`src/rtl/serv_alu_pkg.sv`:
```
// serv_alu_pkg: shared constants and sizing helpers for the serial ALU bridge
package serv_alu_pkg;

    localparam logic [2:0] RD_NONE = 3'b000;
    localparam logic [2:0] RD_ADD  = 3'b001;
    localparam logic [2:0] RD_SLT  = 3'b010;
    localparam logic [2:0] RD_BOOL = 3'b100;

    localparam logic [1:0] BOOL_XOR  = 2'b00;
    localparam logic [1:0] BOOL_ZERO = 2'b01;
    localparam logic [1:0] BOOL_OR   = 2'b10;
    localparam logic [1:0] BOOL_AND  = 2'b11;

    localparam logic [1:0] ST_IDLE = 2'd0;
    localparam logic [1:0] ST_PREP = 2'd1;
    localparam logic [1:0] ST_RUN  = 2'd2;
    localparam logic [1:0] ST_DONE = 2'd3;

    function automatic int n_beats(input int w);
        return 32 / w;
    endfunction

    function automatic int cnt_width(input int w);
        return (32 / w) > 1 ? $clog2(32 / w) : 1;
    endfunction

endpackage

```
`src/rtl/serv_alu_bridge_shreg.sv`:
```
// serv_alu_bridge_shreg: 32-bit shift register, loads in parallel, shifts right W bits per step
module serv_alu_bridge_shreg #(
    parameter int W  = 1,
    parameter int OW = W
) (
    input  logic          clk,
    input  logic          i_rst_n,
    input  logic          i_load,
    input  logic [31:0]   i_load_data,
    input  logic          i_shift,
    input  logic [W-1:0]  i_data,
    output logic [OW-1:0] o_q
);

    logic [31:0] q;

    // parallel load wins over shift; new serial data enters at the top
    always_ff @(posedge clk) begin
        if (!i_rst_n)
            q <= '0;
        else if (i_load)
            q <= i_load_data;
        else if (i_shift)
            q <= {i_data, q[31:W]};
    end

    assign o_q = q[OW-1:0];

endmodule

```
`src/rtl/serv_alu_bridge.sv`:
```
// serv_alu_bridge: runs the bit-serial ALU as a word-level unit over valid/ready channels
module serv_alu_bridge
    import serv_alu_pkg::*;
#(
    parameter int W = 1
) (
    input  logic         clk,
    input  logic         i_rst_n,
    input  logic         i_req_valid,
    output logic         o_req_ready,
    input  logic [31:0]  i_req_rs1,
    input  logic [31:0]  i_req_op_b,
    input  logic         i_req_sub,
    input  logic [1:0]   i_req_bool_op,
    input  logic         i_req_cmp_eq,
    input  logic         i_req_cmp_sig,
    input  logic [2:0]   i_req_rd_sel,
    output logic         o_rsp_valid,
    input  logic         i_rsp_ready,
    output logic [31:0]  o_rsp_rd,
    output logic         o_rsp_cmp,
    output logic         o_alu_en,
    output logic         o_alu_cnt0,
    output logic         o_alu_sub,
    output logic [1:0]   o_alu_bool_op,
    output logic         o_alu_cmp_eq,
    output logic         o_alu_cmp_sig,
    output logic [2:0]   o_alu_rd_sel,
    output logic [W-1:0] o_alu_rs1,
    output logic [W-1:0] o_alu_op_b,
    output logic [W-1:0] o_alu_buf,
    input  logic [W-1:0] i_alu_rd,
    input  logic         i_alu_cmp
);

    localparam int N  = n_beats(W);
    localparam int CW = cnt_width(W);

    logic [1:0]    state;
    logic [CW-1:0] cnt;
    logic          pass;
    logic [31:0]   rs1_l;
    logic [31:0]   op_b_l;
    logic [2:0]    rd_sel_l;
    logic [W-1:0]  rs1_q;
    logic [W-1:0]  op_b_q;
    logic          run;
    logic          prep;
    logic          last;
    logic          accept;
    logic          slt;

    assign run    = state == ST_RUN;
    assign prep   = state == ST_PREP;
    assign last   = cnt == CW'(N - 1);
    assign accept = i_req_valid && o_req_ready;
    assign slt    = |(rd_sel_l & RD_SLT);

    assign o_req_ready   = state == ST_IDLE;
    assign o_rsp_valid   = state == ST_DONE;
    assign o_alu_en      = run;
    assign o_alu_cnt0    = run && cnt == '0;
    assign o_alu_rd_sel  = slt && !pass ? RD_NONE : rd_sel_l;
    assign o_alu_rs1     = run ? rs1_q : '0;
    assign o_alu_op_b    = run ? op_b_q : '0;
    assign o_alu_buf     = '0;

    serv_alu_bridge_shreg #(.W(W), .OW(W)) u_rs1 (
        .clk         (clk),
        .i_rst_n     (i_rst_n),
        .i_load      (accept || prep),
        .i_load_data (prep ? rs1_l : i_req_rs1),
        .i_shift     (run),
        .i_data      ('0),
        .o_q         (rs1_q)
    );

    serv_alu_bridge_shreg #(.W(W), .OW(W)) u_op_b (
        .clk         (clk),
        .i_rst_n     (i_rst_n),
        .i_load      (accept || prep),
        .i_load_data (prep ? op_b_l : i_req_op_b),
        .i_shift     (run),
        .i_data      ('0),
        .o_q         (op_b_q)
    );

    // result collects every RUN beat; a second SLT pass overwrites the discarded compare pass
    serv_alu_bridge_shreg #(.W(W), .OW(32)) u_rd (
        .clk         (clk),
        .i_rst_n     (i_rst_n),
        .i_load      (1'b0),
        .i_load_data ('0),
        .i_shift     (run),
        .i_data      (i_alu_rd),
        .o_q         (o_rsp_rd)
    );

    // sequencing: accept, carry-preload cycle, N beats per pass, hold response until taken
    always_ff @(posedge clk) begin
        if (!i_rst_n) begin
            state         <= ST_IDLE;
            cnt           <= '0;
            pass          <= 1'b0;
            o_rsp_cmp     <= 1'b0;
            rs1_l         <= '0;
            op_b_l        <= '0;
            rd_sel_l      <= '0;
            o_alu_sub     <= 1'b0;
            o_alu_bool_op <= '0;
            o_alu_cmp_eq  <= 1'b0;
            o_alu_cmp_sig <= 1'b0;
        end else begin
            case (state)
                ST_IDLE: if (i_req_valid) begin
                    rs1_l         <= i_req_rs1;
                    op_b_l        <= i_req_op_b;
                    rd_sel_l      <= i_req_rd_sel;
                    o_alu_sub     <= i_req_sub;
                    o_alu_bool_op <= i_req_bool_op;
                    o_alu_cmp_eq  <= i_req_cmp_eq;
                    o_alu_cmp_sig <= i_req_cmp_sig;
                    pass          <= 1'b0;
                    state         <= ST_PREP;
                end
                ST_PREP: state <= ST_RUN;
                ST_RUN: begin
                    cnt <= last ? '0 : cnt + 1'b1;
                    if (last) begin
                        o_rsp_cmp <= pass ? o_rsp_cmp : i_alu_cmp;
                        pass      <= 1'b1;
                        state     <= slt && !pass ? ST_PREP : ST_DONE;
                    end
                end
                default: state <= i_rsp_ready ? ST_IDLE : ST_DONE;
            endcase
        end
    end

endmodule
```
`config.mk`:
```
export PLATFORM = sky130hd
export DESIGN_NAME = serv_alu_bridge
export DESIGN_NICKNAME = d
export VERILOG_FILES = /design/src/rtl/serv_alu_pkg.sv /design/src/rtl/serv_alu_bridge_shreg.sv /design/src/rtl/serv_alu_bridge.sv
export SDC_FILE = /design/constraint.sdc
export NUM_CORES = 1
export LEC_CHECK = 0
export ABC_AREA = 1
export BUFFER_PORTS_ARGS = -buffer_cell sky130_fd_sc_hd__buf_4
export CAP_MARGIN = 0
export CORE_AREA = 2 2 197 151
export DETAILED_ROUTE_END_ITERATION = 16
export DIE_AREA = 0 0 199 153
export GPL_TIMING_DRIVEN = 0
export PLACE_DENSITY = 0.45
export SLEW_MARGIN = 15
export SYNTH_ARGS = -nofsm -noshare
export SYNTH_HDL_FRONTEND = slang
export SYNTH_SLANG_ARGS = --single-unit
```
`constraint.sdc`:
```
create_clock -name clk -period 1.7 [get_ports clk]
set_input_delay 0.34 -clock clk [delete_from_list [all_inputs] [get_ports clk]]
set_output_delay 0.34 -clock clk [all_outputs]
set_load 0.1 [all_outputs]
```
==> flow_summary_export.csv <==
group,metric,value,unit
critical_path,path_class,"register to output port",
critical_path,r2r_start,"state[0]",
global_routing,track_usage,18.2,%
synth,ys_types,23,
synth,syn_area_per_cell,6.17,um2
global_routing,grt_pass1_vias,8134,
clock_network,cts_buffer_depth,2,
clock_network,cts_tree,"yes",
die,fp.coreArea,28600,um2
cells_and_area,diodes,0,
global_routing,grt_pass1_wl,43.6,mm
sta,slew_headroom,53.0,%
clock_network,h-tree-depth,4,
route,drt_wl_total,27.3,mm
sta,layout_min_cycle_time,1890,ps
place,io_buffers,123,
min_path,holdPathEnd,"o_alu_cmp_sig",
die,ios,126,
synth,synthesis.area,8720,um2
global_routing,busiest_layer,"met2",
die,fp-row-count,54,
sta,whs,155,ps
route,drtAntennaViolNets,0,
synth,yosysWarnings,0,
cells_and_area,nets,1648,
min_path,hold_path_depth,3,
die,die_x,199,um
run,max-cap-violations,0,
power,ir_worst_vdd,1.08,mV
sta,tightest_slew,705,ps
clock_network,insertion_delay,440,ps
route,first_pass_iters,5,
critical_path,rr_endpoint,"u_rd.o_q[6]",
sta,layout_setup_ws,-191,ps
cells_and_area,layout-drive-gt1-share,16.0,%
route,drc,0,
critical_path,cp-end-kind,"output port",
place,dp_cells,1929,
clock_network,cts_hold_buffers,0,
sta,setup_viol,4,
synth,ys_async_sr_fraction,0,%
route,dr.first_iter.drc_count,481,
synth,ys_seq_elements,177,
die,die_h,153,um
synth,syn-instance-count,1414,
die,start_util,30.5,%
clock_network,numCtsBuffers,17,
global_routing,antenna_found_initial,0,
synth,synth_edf_count,0,
power,p_leak,5.92,nW
cells_and_area,final_cell_mix,"390 x nand2_1, 223 x nor2_1, 196 x inv_1",
synth,yosysSeqAreaShare,40.6,%
global_routing,globalRouteMet1Util,26.0,%
global_routing,grt-ovfl-total,0,
place,dp_hpwl,19.0,mm
min_path,hold_path_class,"input port to register",
cells_and_area,fin_util,39.0,%
global_routing,use_met2,28.5,%
route,wire_per_inst,13.9,um
critical_path,path_max_fanout,5,
global_routing,grt_start_max_net_pins,17,
sta,final_hold_viol_count,0,
sta,fmax,529,MHz
run_status,violations,"negative setup slack",
critical_path,r2r_cells,9,
global_routing,grt.met3_usage,3.16,%
run_status,outcome,"complete, but fails checks",
sta,fin_crit_sh,111,%
synth,ys.flop_type,"dfxtp_1",
power,p_per_area,2130,nW/um2
critical_path,required,1360,ps
clock_network,cts_sinks,177,
place,globalplace.congestion,0.763,
clock_network,cts_root_buf,"clkbuf_16",
cells_and_area,area_growth,27.8,%
route,vias,8715,
clock_network,clk_pin_slew,70,ps
synth,synth_nets,1496,
cells_and_area,fin_cells,1971,
critical_path,worstPathArrival,1550,ps
critical_path,worstSetupStartpointType,"register",
sta,maxSlewViolCount,0,
route,via_per_inst,4.42,
sta,fin_worst_skew,8.28,ps
critical_path,rrSetupSlack,40,ps
sta,rsz0062_at_grt,"true",
die,die_area,30400,um2
min_path,hold_start,"i_req_cmp_sig",
cells_and_area,final_common_cell,"nand2_1",
layer usage:
metal / vias to the layer above / wire (um)
met4: 0 / 242
met5: - / 0
met3: 15 / 800
met1: 3997 / 14100
met2: 114 / 12200
li1: 4589 / -
state kept, by name (all words and copies together), names as in the netlist, 2 cells and up:
register       count
cnt                5
rs1_l             32
o_alu_bool_op      2
state              2
rd_sel_l           3
u_rs1.q           32
u_op_b.q          32
op_b_l            32
u_rd.o_q          32
kinds of logic (layout without fill, tap and decap cells):
kind of cell	Yosys count	count (layout)	share of synthesized area (%)
and+or+nand+nor	815	815	37.9
other	1	1	0.0430
buffers and inverters	299	464	13.9
AOI/OAI and AO/OA	118	118	6.97
DFF	177	177	40.6
adders and majority gates	4	4	0.574
Yosys cell counts (2+ instances only):
cell type,count,area [um2]
o21ai_0,105,526
buf_2,47,235
nand3_1,191,956
nor3_1,3,15.0
inv_2,5,18.8
nor2_1,226,848
a21boi_0,2,15.0
clkbuf_1,27,101
nand2_1,393,1480
inv_1,197,739
buf_1,16,60.1
a21oi_1,6,30.0
ha_1,4,50.1
dfxtp_1,177,3540
buf_4,6,45.0
o21a_1,2,15.0
final cells by class:
type	instances	area [um2]
repair buffers	135	1090
clock inverters	9	204
flip-flops and latches	177	3550
fillers	3167	17400
well taps	392	490
inverters	202	766
plain buffers	95	547
multi-input cells	938	4030
clock buffers	23	458
critical path: stages (launching register included):
cell and delay, ps:
dfxtp_4 370, inv_4 80, nand2_8 70, buf_12 150, nor3_4 220, buf_12 210
worst max path at each step:
stage                         from              end
after global placement    state[0]       o_alu_cnt0
final                     state[0]       o_alu_cnt0
after global routing      state[0]       o_alu_cnt0
after floorplan               pass  o_alu_rd_sel[0]
after detailed placement  state[0]       o_alu_cnt0
after CTS                 state[0]       o_alu_cnt0
timing repair:
action / in CTS / in global routing
pin swaps: 3 / 0
setup endpoints to repair: 139 / 122
setup buffers: 7 / 5
gates resized for setup: 36 / 49
power breakdown:
group	internal [W]	total, W	switching (W)
Combinational	0.00382	0.0126	0.00878
Sequential	0.00573	0.00661	0.000887
Clock	0.00280	0.00457	0.00177
Total	0.0124	0.0238	0.0114
stage by stage:
stage | setup TNS [ps] | cell area, um2 | power [W] | worst slack, ps
after CTS | -676 | 11000 | 0.0238 | -204
after global routing | -685 | 11100 | 0.0257 | -229
after detailed placement | -13630 | 10200 | 0.0188 | -380
final | -449 | 11100 | 0.0238 | -191
after floorplan | -1180 | 8760 | 0.0156 | -442
after global placement | -12450 | 10200 | 0.0187 | -365
Note: power is estimated with default switching activity, not from simulation.
